===== config.mk =====
export PLATFORM = sky130hd
export DESIGN_NAME = ramio_flat
export DESIGN_NICKNAME = d
export VERILOG_FILES = /design/src/rtl/ramio_if.sv /design/src/rtl/ramio.sv /design/src/flat_wrapper.sv
export SDC_FILE = /design/constraint.sdc
export NUM_CORES = 1
export LEC_CHECK = 0
export ABC_AREA = 1
export CELL_PAD_IN_SITES_DETAIL_PLACEMENT = 1
export CELL_PAD_IN_SITES_GLOBAL_PLACEMENT = 1
export CORE_ASPECT_RATIO = 1.1
export CORE_UTILIZATION = 37
export DETAILED_ROUTE_END_ITERATION = 7
export DONT_BUFFER_PORTS = 1
export HOLD_SLACK_MARGIN = 0.08
export PLACE_DENSITY_LB_ADDON = 0.1
export SETUP_SLACK_MARGIN = 0.5
export SLEW_MARGIN = 20
export SYNTH_ARGS = -nofsm -noshare
export SYNTH_HDL_FRONTEND = slang
export SYNTH_SLANG_ARGS = --single-unit

===== constraint.sdc =====
create_clock -name clk -period 2.2 [get_ports clk]
set_clock_uncertainty 0.15 [all_clocks]
set_input_delay 0.44 -clock clk [delete_from_list [all_inputs] [get_ports clk]]
set_output_delay 0.44 -clock clk [all_outputs]
set_load 0.01 [all_outputs]

===== src/rtl/ramio_if.sv =====
// Core-side memory bus of ramio: request fields from the RV32I core, and the
// load result, stall and fault indications returned to it.
interface ramio_if;
    logic        enable;
    logic [31:0] address;
    logic [1:0]  write_type;
    logic [2:0]  read_type;
    logic [31:0] data_in;
    logic [31:0] data_out;
    logic        data_out_ready;
    logic        busy;
    logic        fault;

    // Core side: issues requests, consumes results.
    modport master (
        output enable, address, write_type, read_type, data_in,
        input  data_out, data_out_ready, busy, fault
    );

    // Adapter side: serves requests.
    modport slave (
        input  enable, address, write_type, read_type, data_in,
        output data_out, data_out_ready, busy, fault
    );
endinterface


===== src/rtl/ramio.sv =====
// ramio: memory access adapter between the RV32I core and the SDRAM line cache.
// Turns byte/half/word loads and stores into word-aligned cache accesses with
// byte masks, decodes the I/O window at the top of the address space
// (0xFFFF_FFFF LED, 0xFFFF_FFFE UART_TX, 0xFFFF_FFFD UART_RX) and hosts the
// UART engines. Optional feature macro: RAMIO_UART_RX_EN builds the receiver;
// without it UART_RX reads 0 and uart_rx is ignored.
module ramio #(
    parameter int ClkFrequencyHz = 27_000_000,
    parameter int BaudRate       = 115_200,
    parameter int LedBitWidth    = 6
) (
    input  logic                   clk,
    input  logic                   rst_n,
    ramio_if.slave                 bus,
    output logic                   cache_enable,
    output logic [31:0]            cache_address,
    output logic [31:0]            cache_data_in,
    output logic [3:0]             cache_write_enable,
    input  logic [31:0]            cache_data_out,
    input  logic                   cache_data_out_ready,
    input  logic                   cache_busy,
    output logic [LedBitWidth-1:0] led,
    output logic                   uart_tx,
    input  logic                   uart_rx
);
    localparam int CyclesPerBit = ClkFrequencyHz / BaudRate;
    localparam int CntW         = (CyclesPerBit > 1) ? $clog2(CyclesPerBit) : 1;
    localparam logic [CntW-1:0] BitLast  = CntW'(CyclesPerBit - 1);
    localparam logic [CntW-1:0] HalfLast = CntW'(CyclesPerBit / 2 - 1);
    localparam logic [CntW-1:0] CntOne   = CntW'(1);

    typedef enum logic [1:0] {SIZE_NONE, SIZE_BYTE, SIZE_HALF, SIZE_WORD} size_e;
    typedef enum logic [1:0] {TX_IDLE, TX_START, TX_DATA, TX_STOP} tx_state_e;

    function automatic logic misaligned(input size_e size, input logic [1:0] offset);
        return (size == SIZE_HALF && offset[0]) || (size == SIZE_WORD && offset != 2'b00);
    endfunction

    size_e                  wr_size;
    size_e                  rd_size;
    logic                   is_io;
    logic                   sel_led;
    logic                   sel_tx;
    logic                   sel_rx;
    logic                   is_read;
    logic                   is_write;
    logic                   cache_access;
    logic                   io_access;
    logic                   led_wr;
    logic                   tx_wr;
    logic                   rx_rd;
    logic [7:0]             ld_byte;
    logic [15:0]            ld_half;
    logic [7:0]             io_rd_byte;
    logic [7:0]             rx_rd_byte;
    logic [LedBitWidth-1:0] led_d;
    logic [LedBitWidth-1:0] led_q;

    tx_state_e              tx_state_q;
    logic [CntW-1:0]        tx_cnt_q;
    logic [2:0]             tx_idx_q;
    logic [7:0]             tx_shift_q;
    logic                   tx_q;

    // Address decode, store lane steering, load extraction and I/O read mux.
    always_comb begin
        // NOTE: every signal assigned here gets a value on every path, so no latch is inferred.
        wr_size  = size_e'(bus.write_type);
        rd_size  = size_e'(bus.read_type[1:0]);
        is_read  = rd_size != SIZE_NONE;
        is_write = wr_size != SIZE_NONE;
        is_io    = (&bus.address[31:2]) && (bus.address[1:0] != 2'b00);
        sel_led  = is_io && bus.address[1:0] == 2'b11;
        sel_tx   = is_io && bus.address[1:0] == 2'b10;
        sel_rx   = is_io && bus.address[1:0] == 2'b01;

        bus.fault    = bus.enable && (misaligned(wr_size, bus.address[1:0]) ||
                                      misaligned(rd_size, bus.address[1:0]));
        cache_access = bus.enable && !is_io && !bus.fault;
        io_access    = bus.enable && is_io && !bus.fault;
        led_wr       = io_access && sel_led && is_write;
        tx_wr        = io_access && sel_tx && is_write;
        rx_rd        = io_access && sel_rx && is_read;

        cache_enable  = cache_access;
        cache_address = {bus.address[31:2], 2'b00};
        unique case (wr_size)
            SIZE_BYTE: begin
                cache_data_in      = {4{bus.data_in[7:0]}};
                cache_write_enable = 4'b0001 << bus.address[1:0];
            end
            SIZE_HALF: begin
                cache_data_in      = {2{bus.data_in[15:0]}};
                cache_write_enable = 4'b0011 << {bus.address[1], 1'b0};
            end
            SIZE_WORD: begin
                cache_data_in      = bus.data_in;
                cache_write_enable = 4'b1111;
            end
            default: begin
                cache_data_in      = bus.data_in;
                cache_write_enable = 4'b0000;
            end
        endcase
        if (!cache_access) begin
            cache_write_enable = 4'b0000;
        end

        io_rd_byte = 8'h00;
        if (sel_led) begin
            io_rd_byte = 8'(led_q);
        end else if (sel_tx) begin
            io_rd_byte = (tx_state_q != TX_IDLE) ? 8'hFF : 8'h00;
        end else if (sel_rx) begin
            io_rd_byte = rx_rd_byte;
        end

        ld_byte = cache_data_out[{bus.address[1:0], 3'b000} +: 8];
        ld_half = cache_data_out[{bus.address[1], 4'b0000} +: 16];
        unique case (rd_size)
            SIZE_BYTE: bus.data_out = {{24{bus.read_type[2] & ld_byte[7]}}, ld_byte};
            SIZE_HALF: bus.data_out = {{16{bus.read_type[2] & ld_half[15]}}, ld_half};
            default:   bus.data_out = cache_data_out;
        endcase
        if (is_io) begin
            bus.data_out = {24'h000000, io_rd_byte};
        end

        bus.busy           = cache_access && cache_busy;
        bus.data_out_ready = is_read && ((cache_access && cache_data_out_ready) || io_access);

        led_d = led_wr ? bus.data_in[LedBitWidth-1:0] : led_q;
    end

    // LED register; a same-cycle read sees the value from before the write.
    always_ff @(posedge clk) begin
        // NOTE: registers use <= so each one samples the values from before the edge.
        if (!rst_n) begin
            led_q <= '0;
        end else begin
            led_q <= led_d;
        end
    end

    // UART transmitter: start bit, 8 data bits LSB first, stop bit; writes while busy are dropped.
    always_ff @(posedge clk) begin
        if (!rst_n) begin
            tx_state_q <= TX_IDLE;
            tx_cnt_q   <= '0;
            tx_idx_q   <= '0;
            tx_shift_q <= '0;
            tx_q       <= 1'b1;
        end else begin
            unique case (tx_state_q)
                TX_IDLE: begin
                    if (tx_wr) begin
                        tx_state_q <= TX_START;
                        tx_shift_q <= bus.data_in[7:0];
                        tx_cnt_q   <= '0;
                        tx_q       <= 1'b0;
                    end
                end
                TX_START: begin
                    if (tx_cnt_q == BitLast) begin
                        tx_state_q <= TX_DATA;
                        tx_cnt_q   <= '0;
                        tx_idx_q   <= '0;
                        tx_q       <= tx_shift_q[0];
                        tx_shift_q <= tx_shift_q >> 1;
                    end else begin
                        tx_cnt_q <= tx_cnt_q + CntOne;
                    end
                end
                TX_DATA: begin
                    if (tx_cnt_q == BitLast) begin
                        tx_cnt_q <= '0;
                        if (tx_idx_q == 3'd7) begin
                            tx_state_q <= TX_STOP;
                            tx_q       <= 1'b1;
                        end else begin
                            tx_idx_q   <= tx_idx_q + 3'd1;
                            tx_q       <= tx_shift_q[0];
                            tx_shift_q <= tx_shift_q >> 1;
                        end
                    end else begin
                        tx_cnt_q <= tx_cnt_q + CntOne;
                    end
                end
                TX_STOP: begin
                    if (tx_cnt_q == BitLast) begin
                        tx_state_q <= TX_IDLE;
                        tx_cnt_q   <= '0;
                    end else begin
                        tx_cnt_q <= tx_cnt_q + CntOne;
                    end
                end
                default: tx_state_q <= TX_IDLE;
            endcase
        end
    end

`ifdef RAMIO_UART_RX_EN
    typedef enum logic [1:0] {RX_IDLE, RX_START, RX_DATA, RX_STOP} rx_state_e;

    rx_state_e       rx_state_q;
    logic [CntW-1:0] rx_cnt_q;
    logic [2:0]      rx_idx_q;
    logic [7:0]      rx_shift_q;
    logic [7:0]      rx_data_q;
    logic            rx_meta_q;
    logic            rx_sync_q;
    logic            rx_prev_q;

    // Two-flop synchronizer for the asynchronous line, plus a delayed copy for edge detection.
    always_ff @(posedge clk) begin
        if (!rst_n) begin
            rx_meta_q <= 1'b1;
            rx_sync_q <= 1'b1;
            rx_prev_q <= 1'b1;
        end else begin
            rx_meta_q <= uart_rx;
            rx_sync_q <= rx_meta_q;
            rx_prev_q <= rx_sync_q;
        end
    end

    // UART receiver and holding byte; a completed frame wins over a same-cycle read clear.
    always_ff @(posedge clk) begin
        if (!rst_n) begin
            rx_state_q <= RX_IDLE;
            rx_cnt_q   <= '0;
            rx_idx_q   <= '0;
            rx_shift_q <= '0;
            rx_data_q  <= '0;
        end else begin
            if (rx_rd) begin
                rx_data_q <= '0;
            end
            unique case (rx_state_q)
                RX_IDLE: begin
                    if (rx_prev_q && !rx_sync_q) begin
                        rx_state_q <= RX_START;
                        rx_cnt_q   <= '0;
                    end
                end
                RX_START: begin
                    if (rx_cnt_q == HalfLast) begin
                        rx_cnt_q   <= '0;
                        rx_idx_q   <= '0;
                        rx_state_q <= rx_sync_q ? RX_IDLE : RX_DATA;
                    end else begin
                        rx_cnt_q <= rx_cnt_q + CntOne;
                    end
                end
                RX_DATA: begin
                    if (rx_cnt_q == BitLast) begin
                        rx_cnt_q   <= '0;
                        rx_shift_q <= {rx_sync_q, rx_shift_q[7:1]};
                        if (rx_idx_q == 3'd7) begin
                            rx_state_q <= RX_STOP;
                        end else begin
                            rx_idx_q <= rx_idx_q + 3'd1;
                        end
                    end else begin
                        rx_cnt_q <= rx_cnt_q + CntOne;
                    end
                end
                RX_STOP: begin
                    if (rx_cnt_q == BitLast) begin
                        rx_cnt_q   <= '0;
                        rx_state_q <= RX_IDLE;
                        if (rx_sync_q) begin
                            rx_data_q <= rx_shift_q;
                        end
                    end else begin
                        rx_cnt_q <= rx_cnt_q + CntOne;
                    end
                end
                default: rx_state_q <= RX_IDLE;
            endcase
        end
    end

    assign rx_rd_byte = rx_data_q;
`else
    logic unused_rx;
    assign unused_rx  = uart_rx ^ rx_rd;
    assign rx_rd_byte = 8'h00;
`endif

    assign led     = led_q;
    assign uart_tx = tx_q;
endmodule


===== src/flat_wrapper.sv =====
// flat-port wrapper written by rule: the top's interface ports become plain ports
module ramio_flat 
#(
    parameter int ClkFrequencyHz = 27_000_000,
    parameter int BaudRate       = 115_200,
    parameter int LedBitWidth    = 6
)
  (clk, rst_n, cache_enable, cache_address, cache_data_in, cache_write_enable, cache_data_out, cache_data_out_ready, cache_busy, led, uart_tx, uart_rx, bus_enable, bus_address, bus_write_type, bus_read_type, bus_data_in, bus_data_out, bus_data_out_ready, bus_busy, bus_fault);
  ramio_if bus_i ();
  input  logic clk;
  input  logic rst_n;
  output logic cache_enable;
  output logic [31:0] cache_address;
  output logic [31:0] cache_data_in;
  output logic [3:0] cache_write_enable;
  input  logic [31:0] cache_data_out;
  input  logic cache_data_out_ready;
  input  logic cache_busy;
  output logic [LedBitWidth-1:0] led;
  output logic uart_tx;
  input  logic uart_rx;
  input wire logic [$bits(bus_i.enable)-1:0] bus_enable;
  input wire logic [$bits(bus_i.address)-1:0] bus_address;
  input wire logic [$bits(bus_i.write_type)-1:0] bus_write_type;
  input wire logic [$bits(bus_i.read_type)-1:0] bus_read_type;
  input wire logic [$bits(bus_i.data_in)-1:0] bus_data_in;
  output wire logic [$bits(bus_i.data_out)-1:0] bus_data_out;
  output wire logic [$bits(bus_i.data_out_ready)-1:0] bus_data_out_ready;
  output wire logic [$bits(bus_i.busy)-1:0] bus_busy;
  output wire logic [$bits(bus_i.fault)-1:0] bus_fault;
  assign bus_i.enable = bus_enable;
  assign bus_i.address = bus_address;
  assign bus_i.write_type = bus_write_type;
  assign bus_i.read_type = bus_read_type;
  assign bus_i.data_in = bus_data_in;
  assign bus_data_out = bus_i.data_out;
  assign bus_data_out_ready = bus_i.data_out_ready;
  assign bus_busy = bus_i.busy;
  assign bus_fault = bus_i.fault;
  ramio #(.ClkFrequencyHz(ClkFrequencyHz), .BaudRate(BaudRate), .LedBitWidth(LedBitWidth)) u_core (.clk(clk), .rst_n(rst_n), .bus(bus_i), .cache_enable(cache_enable), .cache_address(cache_address), .cache_data_in(cache_data_in), .cache_write_enable(cache_write_enable), .cache_data_out(cache_data_out), .cache_data_out_ready(cache_data_out_ready), .cache_busy(cache_busy), .led(led), .uart_tx(uart_tx), .uart_rx(uart_rx));
endmodule

After elaboration in Yosys (flattened, before gate mapping)
Cells that the tools add are included.
- word-level logic and storage cells: 102
- bits of input ports: 107
- output and inout bits: 111
- register bits after elaboration: 28
- reduce and logical (&&, ||, !) cells: 38
- shift operators: 4
- bitwise gates (word level): 2
- equal/unequal tests: 19
- muxes and demuxes: 31
- add/subtract/negate cells: 2
- operators by type and width (cell ; number):
    32-bit one-hot mux with 2 select lines ; 2
    8-bit 2-to-1 mux ; 9
    32-bit 2-to-1 mux ; 1
    32-bit by 6-bit variable part select with 16-bit output ; 1
    32-bit by 6-bit variable part select with 8-bit output ; 1
    30-bit AND reduction ; 1
    8-bit one-hot mux with 3 select lines ; 1
    1-bit logical AND ; 19
    2-bit == test, second input constant ; 8
    8-bit one-hot mux with 2 select lines ; 1
    4-bit one-hot mux with 3 select lines ; 1
    2-bit 2-to-1 mux ; 5
    2-bit by 1-bit != test with 1-bit output, second input constant ; 5
    5-bit AND reduction ; 2
    2-bit nonzero test ; 5
    3-bit 2-to-1 mux ; 3
    8-bit by 1-bit adder with 8-bit output, second input constant ; 1
    8-bit == test, second input constant ; 1
    2-bit one-hot mux with 4 select lines ; 1
    4-bit AND reduction ; 2
    2-bit by 1-bit == test with 1-bit output, second input constant ; 3
    3-bit one-hot mux with 2 select lines ; 1
    1-bit logical OR ; 4
    1-bit 2-to-1 mux ; 4
    12 further kinds ; 14

Depth between registers and ports, before layout
- word-level depth: 11
- gate-level depth with buffers: 13
- depth with buffers taken out: 11

Least setup slack after synthesis
Ideal clock, no wire load.
- path type: input to output
- from: in bus_read_type[1]
- to: out bus_data_out[21]
- path buffers: 2
- path slack: -151 ps
- cell stages on the path: 10
- arrival: 1761 ps
- required time: 1610 ps
- path through: inv_1 > ha_1 > buf_1 > o211ai_1 > nand2_1 > o21ai_2 > nand2_1 > nand3_2 > buf_4 > nor2_1
- longest elaborated chain between the ends: 3
- elaborated cells between the ends (all ways): 4
- classes of those cells: 2 x eq/ne; 2 x mux
- RTL lines (item ; RTL line ; source):
    start, declared ; flat_wrapper.sv:25 ; input wire logic [$bits(bus_i.read_type)-1:0] bus_read_type;
    2-bit == test / 2-bit by 1-bit == test with 1-bit output (equally long branches) ; ramio.sv:120 ; unique case (rd_size)
    32-bit one-hot mux with 2 select lines * ; ramio.sv:120 ;
    32-bit 2-to-1 mux * ; ramio.sv:125 ; if (is_io) begin
    end, declared ; flat_wrapper.sv:27 ; output wire logic [$bits(bus_i.data_out)-1:0] bus_data_out;
Mark *: on every way between the ends. The rest lies on a longest branch, timed or not.

Worst setup path after layout
- from: in bus_address[26]
- to: out bus_data_out[19]
- longest elaborated chain between the ends: 3
- RTL lines (item ; RTL line ; source):
    start, declared ; flat_wrapper.sv:23 ; input wire logic [$bits(bus_i.address)-1:0] bus_address;
    30-bit AND reduction ; ramio.sv:72 ; is_io = (&bus.address[31:2]) && (bus.address[1:0] != 2'b00);
    1-bit logical AND ; ramio.sv:72 ;
    32-bit 2-to-1 mux ; ramio.sv:125 ;
Every way passes these cells.

==> metrics <==
Initial DRC Count a little over 60; worst reg-to-reg setup slack 0.24 ns; status completed; Mean Syn Cell Area 5.79 sq um; initial antenna violation count 0; CP Max Fanout 9; first-pass GRT wire length 21300 um; most used cell, CP nand2_1; Hold Slack roughly 0.11 ns; Final TNS setup 0 ns; GP Congestion about 0.84; number of global-route vias before repair roughly 4300; largest delay contributor family on the critical path simple AND/OR/NAND/NOR gates; Leakage Power roughly 2.2 nW; Die Ht about 100 um; most frequent cells in the layout 79 x inv_1, 79 x nand2_1, 48 x nor2_1; reg2reg end u_core.tx_shift_q[0]; Routed WL roughly 14000 um; DR vias ~4100; n_diodes 0; Bufs and invs on worst path 3; Setup violations, final 0; DR vias/cell roughly 5.7; Layout fillers around 1100; CTS buffer count 3; crit path capture bus_data_out[19]; synth-to-layout area growth 54.3%; max cap viols 0; final-stage net count about 730; area leader, netlist dfxtp_1; post-DP HPWL approximately 10000 um; reg2reg start u_core.tx_cnt_q[1]; top post-synthesis cells by area dfxtp_1 16%, nand2_1 14%, inv_1 10%; worst r2r path cells 11; Synth top area share 0.164; Critical Path Start bus_address[26]; max-slew violations 0; Antenna Nets Post-Route 0; kind of critical path in2out; sequential element share of the synthesized area 0.164; Pre-antenna DRT Iters 4; Setup WS pre-CTS -0.0348 ns; cell chain of the critical path nand2_1 -> nor2_1 -> nand2_1 -> nor2_2 -> and2_4 -> buf_6 -> clkinv_8 -> nand3_4 -> buf_12 -> nor2_4; Core ar. slightly below 9000 sq um; critical path depth 10; unrepaired setup endpoints after global routing yes; slowest stage delay, CP ~0.19 ns; die area between 9000 and 10000 sq um; P per Cell Area 365 nW/um^2; Root Driver clkbuf_8; CP arrival 1.55 ns; final setup margin between 0.06 and 0.07 ns; Non-Filler Instances roughly 720; Critical-path top delay cell and2_4; Avg WL per Cell 19.5 um; Sink Count 28; min-delay src rst_n; Initial Util 0.384; die width about 94 um; Syn Std Cell Area roughly 3400 sq um; CP Data Required Time approximately 1.6 ns; residual DRC count 0; Reg clk slew, reported paths roughly 0.12 ns; layout cell share with drive strength beyond 1 0.430; Ports 218; IO buf count 0; largest net degree at the start of global routing 29; Peak Freq approximately 0.47 GHz; min-delay worst type in2reg; Total GRT Usage 0.276; count of cell types in the netlist 38; CTS tree yes; cell count after placement approximately 680; startpoint types input pin; cell count after synthesis 592; Crit. End Element output port; row cnt 36; H-tree depth 1; CTS Buffer Depth 2; Yosys warning count 0; Hold Fails Final Rpt 0; Clock Latency Late Sink about 0.29 ns; maximum vdd drop between 0.3 and 0.4 mV; Final min period ~2.1 ns; Tcrit/Tclk final 0.972; Synth Register Bits 28; grt ovf 0
## cell usage after synthesis
cell	n
nand3_4	2
o211ai_1	21
o221ai_1	1
nor3b_1	1
buf_2	3
nor2_2	2
o21ai_0	45
inv_2	3
buf_6	3
nand2_2	1
nor3_1	2
buf_1	1
o2111ai_1	5
nand3b_1	1
buf_4	43
nand2_1	124
o21ai_2	1
or2_2	3
o22ai_1	19
dfxtp_1	28
nor2_1	86
nand3_1	25
nand4_1	10
o31ai_1	2
a22oi_1	3
inv_1	92
ha_1	16
clkbuf_1	11
o21bai_4	1
a21boi_1	1
a21oi_1	26
conb_1	1
o21ai_1	2
xor2_1	1
clkinv_1	2
and2_1	2
nor2_4	1
nand3_2	1
## area by class of cell
cell class	count	area, sq um	area share
clock inverters	1	30.0	0.00568
multi-input cells	409	3270	0.619
inverters	97	437	0.0826
well taps	114	143	0.0270
repair buffers	72	798	0.151
flip-flops and latches	28	566	0.107
clock buffers	3	41.3	0.00781
## report_power, final
group	leakage, nW	internal, W	total, W	switching, W
logic	1.93	0.000433	0.000999	0.000565
clock network	0.0357	0.000244	0.000424	0.000180
registers	0.227	0.000506	0.000506	0.000000000000632
## worst min-delay path by stage
stage                           end  slack, ns  depth (start not counted)
2_1_floorplan    u_core.tx_idx_q[1]       0.29                          2
3_3_place_gp     u_core.tx_idx_q[1]       0.31                          2
3_5_place_dp     u_core.tx_idx_q[2]       0.31                          2
4_1_cts        u_core.tx_shift_q[7]       0.11                          2
5_1_grt               u_core.led[5]       0.11                          2
6_report       u_core.tx_shift_q[7]       0.11                          2
## per-stage QoR
stage          utilization  power, W  instance area (sq um)
4_1_cts              0.548   0.00186                   4890
3_3_place_gp         0.464   0.00126                   4140
6_report             0.593   0.00193                   5290
2_1_floorplan            -   0.00123                   4240
3_5_place_dp         0.464   0.00127                   4140
5_1_grt              0.593   0.00201                   5290
## flip-flops by register name (all words and copies together), names as in the netlist
name	count
u_core.tx_shift_q	8
u_core.tx_state_q	2
u_core.tx_idx_q	3
u_core.led	6
u_core.uart_tx	1
u_core.tx_cnt_q	8
## repair_timing
action	in CTS	in global routing
hold endpoints to repair	1	0
pin swaps	37	46
hold buffers	1	0
buffers inserted	22	14
gates resized for setup	106	83
cloned	5	0
endpoints found under the setup margin	90	92
## metal layers
metal / track usage / routed length [um] / up-vias
li1: - / - / 1915
met1: 0.294 / 5030 / 1990
met2: 0.546 / 7760 / 162
met3: 0.0568 / 947 / 26
met4: 0.0734 / 396 / 0
met5: 0 / 0 / -
## cell families (layout without fill, tap and decap cells)
family | count (synthesis) | in the layout | share of synthesized area
xor gates and xnor gates | 1 | 1 | 0.00256
other | 1 | 2 | 0.00109
adders and majority gates | 16 | 16 | 0.0584
and+or+nand+nor | 261 | 263 | 0.323
AOI/OAI and AO/OA | 127 | 127 | 0.224
buffers and inverters | 158 | 173 | 0.228
DFF | 28 | 28 | 0.164
No activity file was read; power rests on OpenSTA's default activity.
